[src/rtl/calc_pkg.sv]
// Shared definitions for the calculadora front end: state encodings, op codes
// and operand width.
package calc_pkg;

   localparam int W_OPER = 3;

   typedef enum logic [1:0] {
      ESPERA_A  = 2'b00,
      ESPERA_B  = 2'b01,
      ESPERA_OP = 2'b10,
      PRONTO    = 2'b11
   } estado_t;

   localparam logic [1:0] OP_SOMA = 2'b00;
   localparam logic [1:0] OP_SUB  = 2'b01;
   localparam logic [1:0] OP_PROD = 2'b10;
   localparam logic [1:0] OP_DIV  = 2'b11;

endpackage

[src/rtl/debounce_botao.sv]
// Push-button conditioning: 2-FF synchronizer, optional stability filter
// (enabled by DEBOUNCE_EN) and a registered one-cycle rising-edge pulse.
module debounce_botao #(
   parameter int DEB_CYCLES = 50000,
   parameter int CNT_W      = 16
) (
   input  logic clk,
   input  logic rst_n,
   input  logic btn,
   output logic pulse
);

   logic sync_1;
   logic sync_2;
   logic filt;
   logic filt_d;

   always_ff @(posedge clk or negedge rst_n) begin
      if (!rst_n) begin
         sync_1 <= 1'b0;
         sync_2 <= 1'b0;
      end else begin
         sync_1 <= btn;
         sync_2 <= sync_1;
      end
   end

`ifdef DEBOUNCE_EN
   logic             sync_3;
   logic [CNT_W-1:0] cnt;

   // cnt counts consecutive cycles with an unchanged synced level; the filter
   // only takes the new level once the count has reached DEB_CYCLES.
   always_ff @(posedge clk or negedge rst_n) begin
      if (!rst_n) begin
         sync_3 <= 1'b0;
         cnt    <= '0;
         filt   <= 1'b0;
      end else begin
         sync_3 <= sync_2;
         if (sync_2 != sync_3)
            cnt <= '0;
         else if (cnt != CNT_W'(DEB_CYCLES))
            cnt <= cnt + CNT_W'(1);
         if (cnt == CNT_W'(DEB_CYCLES))
            filt <= sync_3;
      end
   end
`else
   logic unused_cfg;
   assign unused_cfg = (DEB_CYCLES > 0) && (CNT_W > 0);
   assign filt       = sync_2;
`endif

   always_ff @(posedge clk or negedge rst_n) begin
      if (!rst_n) begin
         filt_d <= 1'b0;
         pulse  <= 1'b0;
      end else begin
         filt_d <= filt;
         pulse  <= filt & ~filt_d;
      end
   end

endmodule

[src/rtl/controle_entrada.sv]
// Operand-entry controller for calculadora: captures A, B and the operation
// on confirm presses. Button filtering is selected with DEBOUNCE_EN.
//
// state     | meaning
// ESPERA_A  | waiting for confirm to capture operand A
// ESPERA_B  | waiting for confirm to capture operand B
// ESPERA_OP | waiting for confirm to capture operation, then raise valid
// PRONTO    | request valid; next confirm drops valid and restarts
module controle_entrada
   import calc_pkg::*;
#(
   parameter int DEB_CYCLES = 50000,
   parameter int CNT_W      = 16
) (
   input  logic              clk,
   input  logic              rst_n,
   input  logic [W_OPER-1:0] sw_dado,
   input  logic [1:0]        sw_op,
   input  logic              btn_ok,
   input  logic              btn_clr,
   output logic [W_OPER-1:0] A,
   output logic [W_OPER-1:0] B,
   output logic [1:0]        sel,
   output logic              valid,
   output logic [1:0]        estado,
   output logic              erro_div
);

   logic              ok_p;
   logic              clr_p;
   logic [W_OPER-1:0] dado_s1, dado_s2;
   logic [1:0]        op_s1, op_s2;
   estado_t           st;

   debounce_botao #(.DEB_CYCLES(DEB_CYCLES), .CNT_W(CNT_W)) u_deb_ok (
      .clk   (clk),
      .rst_n (rst_n),
      .btn   (btn_ok),
      .pulse (ok_p)
   );

   debounce_botao #(.DEB_CYCLES(DEB_CYCLES), .CNT_W(CNT_W)) u_deb_clr (
      .clk   (clk),
      .rst_n (rst_n),
      .btn   (btn_clr),
      .pulse (clr_p)
   );

   always_ff @(posedge clk or negedge rst_n) begin
      if (!rst_n) begin
         dado_s1 <= '0;
         dado_s2 <= '0;
         op_s1   <= '0;
         op_s2   <= '0;
      end else begin
         dado_s1 <= sw_dado;
         dado_s2 <= dado_s1;
         op_s1   <= sw_op;
         op_s2   <= op_s1;
      end
   end

   // Clear has priority over confirm when both pulses land together.
   always_ff @(posedge clk or negedge rst_n) begin
      if (!rst_n) begin
         st    <= ESPERA_A;
         A     <= '0;
         B     <= '0;
         sel   <= OP_SOMA;
         valid <= 1'b0;
      end else if (clr_p) begin
         st    <= ESPERA_A;
         A     <= '0;
         B     <= '0;
         sel   <= OP_SOMA;
         valid <= 1'b0;
      end else if (ok_p) begin
         case (st)
            ESPERA_A: begin
               A  <= dado_s2;
               st <= ESPERA_B;
            end
            ESPERA_B: begin
               B  <= dado_s2;
               st <= ESPERA_OP;
            end
            ESPERA_OP: begin
               sel   <= op_s2;
               valid <= 1'b1;
               st    <= PRONTO;
            end
            PRONTO: begin
               valid <= 1'b0;
               st    <= ESPERA_A;
            end
            default: st <= ESPERA_A;
         endcase
      end
   end

   assign estado   = st;
   assign erro_div = valid & (sel == OP_DIV) & (B == '0);

endmodule
[config.mk]
export PLATFORM = sky130hd
export DESIGN_NAME = controle_entrada
export DESIGN_NICKNAME = d
export VERILOG_FILES = /design/src/rtl/calc_pkg.sv /design/src/rtl/debounce_botao.sv /design/src/rtl/controle_entrada.sv
export SDC_FILE = /design/constraint.sdc
export NUM_CORES = 1
export LEC_CHECK = 0
export CORE_ASPECT_RATIO = 0.9
export CORE_UTILIZATION = 44
export CTS_CLUSTER_SIZE = 25
export DETAILED_ROUTE_END_ITERATION = 8
export GPL_ROUTABILITY_DRIVEN = 0
export PLACE_DENSITY_LB_ADDON = 0.3
export SYNTH_ARGS = -nofsm -noshare
export SYNTH_HDL_FRONTEND = slang
export SYNTH_SLANG_ARGS = --single-unit
[constraint.sdc]
create_clock -name clk -period 1.1 [get_ports clk]
set_input_delay 0.165 -clock clk [delete_from_list [all_inputs] [get_ports clk]]
set_output_delay 0.165 -clock clk [all_outputs]
set_load 0.01 [all_outputs]
==> results.md <==
- Outcome: finished with violations
- Failing checks: setup timing
- Setup crit start kind: flop
- Max-Cap Viols: 0
- Leakage power total: 0.000786 µW
- Worst setup EP type: output port
- Post-layout net count: 133
- Most frequent cells in the layout: 27 x dfrtp_1, 18 x buf_6, 11 x buf_4
- CP startpoint: B[1]
- Die area: 2670 µm²
- Clock Latency Late Sink: 0.32 ns
- CTS Sinks: 29
- CTS buffer count: 5
- Max clock buf depth: 2
- Sequential cell area: 728 µm²
- Area of the mapped netlist: 1080 µm²
- Post-Place Cells: 128
- Syn nets: 87
- Critical Path AT: 1.17 ns
- Initial core utilization: 48.3%
- Initial DRT Pass Iterations: 2
- Period utilization: 121%
- Synth unique cells: 19
- # IOs: 21
- CP Data Required Time: 0.94 ns
- Dpl cell area: 1390 µm²
- Post-synthesis sequential area ratio: 67.0%
- Relative slew margins: 70.9%
- Crit-path slowest cell: dfrtp_1
- Post-Layout Cell Count: 147
- Chip width: 54.3 µm
- Area of the multi-input gates: 388 µm²
- Delay of the slowest critical-path stage: 0.39 ns
- Vias/cell: 4.76
- R2r startpoint: estado[1]
- Final Cell Area: 1660 µm²
- GR Overflow Total: 0
- First-pass GRT wire length: 3010 µm
- Min-Delay Path Class: primary input to async pin
- Final hold vios: 0
- Routed Antenna Nets: 0
- Pwr Total: 2800 µW
- Post-synthesis sequential element count: 29
- Area delta synth->final: 53.1%
- WL final: 1900 µm
- CP Cell Sequence: nand4b_1, nor3_1, buf_2
- Critical setup path kind: flop to output port
- Fill count: 145
- Antenna Cells: 0
- Largest net degree at the start of global routing: 30
- Tightest Pin Transition: 0.437 ns
- CTS H-tree depth: 2
- Final Skew: 0.00587 ns
- Final WS setup: -0.236 ns
- RSZ-0062 raised after global routing: true
- Total GRT Usage: 16.8%
- Rows: 16
- Crit Path Max Fanout: 2
- Final Critical Period: 1.34 ns
- CTS tree: done
- Final setup viols: 11
- Crit path max-delay family: flip-flops
- # DRC: 0
- Die height: 49.1 µm
- Initial antenna violation count: 0
- Synth Warn #: 0
- Avg Cell Area, Syn: 14.8 µm²
- Vias: 700
- Detailed Place HPWL: 1110 µm
- Power density cells: 1690 nW/µm²
- Core Region: 2240 µm²
- Sum of negative setup slack: -0.658 ns
- Max-slew violation count: 0
- Wire per inst: 12.9 µm
- Detailed Route Iter0 Violations: 3
- Share of cells above drive strength 1: 49.2%
- Vias in the first global route: 711
- Fmax: 0.749 GHz
- Clock slew at reported path FFs: 0.09 ns
- Syn Inst Count: 73
- Hold_ws: 0.208 ns
- Commonest non-fill, non-tap cell in the layout: dfrtp_1
- Worst vdd ir: 1.32 mV
- Root Driver: clkbuf_4
- IO buf count: 20
- Crit path buf inv count: 1
-- path summary, 6_finish.rpt --
path	end	slack, ns	depth (start not counted)
worst min-delay path	u_deb_clr.pulse	0.21	2
worst max register to register	sel[0]	-0.04	4
min in group clk	dado_s1[0]	0.27	1
worst min register to register	op_s2[0]	0.35	0
max in group asynchronous	estado[0]	0.73	2
worst max-delay path	erro_div	-0.24	3
-- flip-flops by register name (all words and copies together) (netlist names) --
name              count
sel                   2
u_deb_clr.filt        1
u_deb_ok.filt_d       1
op_s2                 2
op_s1                 2
estado                2
dado_s2               3
A                     3
dado_s1               3
u_deb_clr.filt_d      1
u_deb_clr.pulse       1
valid                 1
B                     3
u_deb_ok.pulse        1
u_deb_clr.sync_1      1
u_deb_ok.filt         1
u_deb_ok.sync_1       1
-- what timing repair did --
item,4_1_cts,5_1_grt
cloned,0,0
endpoints found under the setup margin,23,20
pin swaps,0,3
buffers inserted,8,5
gates resized for setup,70,12
hold buffers,0,0
-- where the power goes --
part	total, µW	internal (µW)	switching (µW)
Sequential	1230	1160	74.4
Combinational	679	405	275
Clock	894	540	354
-- layer usage --
metal  global-route usage [%]  share of wire, %  up-vias  wire length (µm)
li1                         -                 -      331                 -
met1                     19.9                43      344               823
met4                     6.41               1.1        0                21
met2                     25.0                51       22               962
met3                     9.35               4.8        3                91
met5                        0                 0        -                 0
-- cell families after synthesis --
kind of cell	after synthesis	synth area share, %
AND/OR/NAND/NOR	20	11.4
flip-flops	29	67.0
adder cells (fa/ha/maj)	5	5.77
multiplexers	7	6.47
AO/OA/AOI/OAI	7	6.12
buffers and inverters	5	3.23
-- layout make-up --
| class | count | area share, % |
|---|---|---|
| clock buffer | 6 | 3.09 |
| clock inverter | 2 | 2.26 |
| inverter | 2 | 0.905 |
| multi-input combinational | 39 | 23.4 |
| sequential | 29 | 43.9 |
| tap | 27 | 2.04 |
| timing repair buffer | 42 | 24.4 |
-- worst register-to-register path, cell delays in order, from the launching register on --
cell and delay (ns):
dfrtp_2 0.45, buf_6 0.14, ha_4 0.18, a21bo_1 0.18
a21oi_2 0.12
-- synth_stat cells --
cell | count | area share [%]
ha_1 | 5 | 5.8
mux2i_1 | 7 | 6.5
and2_1 | 1 | 0.58
nand4b_1 | 1 | 0.81
nand2_4 | 1 | 1.0
nor2b_1 | 2 | 1.2
inv_1 | 2 | 0.69
dfrtp_1 | 29 | 67
nor2_1 | 2 | 0.69
nor2_2 | 1 | 0.58
clkbuf_2 | 1 | 0.46
buf_6 | 2 | 2.1
a21bo_1 | 2 | 1.8
nand3_1 | 2 | 0.92
a21oi_2 | 3 | 2.4
a211oi_1 | 1 | 0.69
a211oi_2 | 1 | 1.2
nor3_1 | 1 | 0.46
nand2b_1 | 9 | 5.2
-- stage by stage --
| step | util (%) | setup WS [ns] |
|---|---|---|
| 2_1_floorplan | - | -0.0386 |
| 3_3_place_gp | 62.0 | -0.249 |
| 3_5_place_dp | 62.0 | -0.265 |
| 4_1_cts | 71.1 | -0.215 |
| 5_1_grt | 74.0 | -0.302 |
| 6_report | 74.0 | -0.236 |
(Power assumes the default switching activity.)
==> RTL change: new RTL, same settings <==
The option `DEBOUNCE_EN` is turned on by a define.
--- a/src/rtl/debounce_botao.sv
+++ b/src/rtl/debounce_botao.sv
@@ -1,4 +1,6 @@
 // Push-button conditioning: 2-FF synchronizer, optional stability filter
 // (enabled by DEBOUNCE_EN) and a registered one-cycle rising-edge pulse.
+`define DEBOUNCE_EN
+
 module debounce_botao #(
    parameter int DEB_CYCLES = 50000,
Behaviour: not the same (a bounded check fails within 10 cycles, from zero or initial values and one cycle with rst_n low).
==> RTL change against the unedited design <==
  * The run still ends with setup timing left
  * Area after synthesis rose to 2.6 times the old value
  * Wire length rose to 3.5 times the old value
  * Fmax fell by 14%
  * Global-route usage up 3.6 points
  * Cell count grew to 3.0 times the old value
  * Sequential power rose by 100%
  * Sequential cell count grew 36
  * Cell area grew to 2.6 times the old value
  * Combinational power shrank 24%
  * First-iteration DRC count grew to 42 times the old value
  * Power rose by 72%
  * Non-clock buffer count increased by 56
  * Setup slack lost 210 ps
==> RTL change: results (changes against the unedited design) <==
metric;value;unit;change
Post-Place Cell Area;3615;sq um;+160%
Metal-1 WL;2.873;mm;+250%
status;finished with violations;;
router iterations before antenna repair;4;;+2
worst IR drop on VDD;0.0008068;V;-39%
drt via density;5.016;;+5.3%
synth unique cells;38;;+19
Inst Count DP;409;;+220%
wire per inst;14.81;um;+15%
Critical Path Source;u_deb_clr.cnt[1];;
Root Buffer Master;clkbuf_8;;
Synth Net Count;269;;+210%
xor and xnor area share after synthesis;0.09075;;+0.09075
measured slew at the worst slew-check pin;556.0;ps;+119.0 ps
clk_skew;8.380;ps;+2.512 ps
Commonest cells post-synth;dfrtp_1, nor2_1, nand3_1, nand2_1, xor2_1;;
CP Max Fanout;5;;+3
setup violators final;45;;+34
Synth Area in Compound Gates;0.04113;;-0.02007
met3 wire len;291;um;+220%
GR Util met1;0.2532;;+0.05401
met2 wire length;3.400;mm;+250%
Final WS setup;-447.1;ps;-211.3 ps
worst skew pair latency;340;ps;+20 ps
setup TNS;-8110;ps;-7452 ps
Nets;370;;+180%
Mapped Cells;252;;+250%
synth top area cells;dfrtp_1, xor2_1, xnor2_1, nand3_1, ha_1;;
hold slack;256.5;ps;+48.65 ps
failing checks;setup timing;;
CTS Buf Count;9;;+4
layout cells sized above 1;0.5112;;+0.01951
vias in the first global route;2237;;+210%
## RTL change: area by class of cell
| class | instances | area (sq um) |
|---|---|---|
| fillers | 411 | 1763 |
| flip-flops and latches | 65 | 1630 |
| multi-input cells | 171 | 1505 |
| repair buffers | 98 | 885.9 |
| clock buffers | 13 | 158.9 |
| well taps | 87 | 108.9 |
| inverters | 8 | 47.55 |
| clock inverters | 3 | 15.01 |
## RTL change: power breakdown
group	internal, mW	switching, mW	total [mW]
clock network	0.931	0.869	1.80
registers	2.46	0.0547	2.51
logic	0.265	0.247	0.513
## RTL change: timing repair
action	in CTS	in global routing
hold buffers	1	0
buffers inserted	17	6
gates cloned	0	0
pin swaps	33	34
setup endpoints to repair	51	52
hold endpoints to repair	65	0
resized for setup	115	43
## RTL change: cell families after synthesis
group           Yosys count
flops                    65
simple gates            110
compound gates           21
mux                       3
buf+inv                  16
fa+ha+maj                 8
xor+xnor                 29
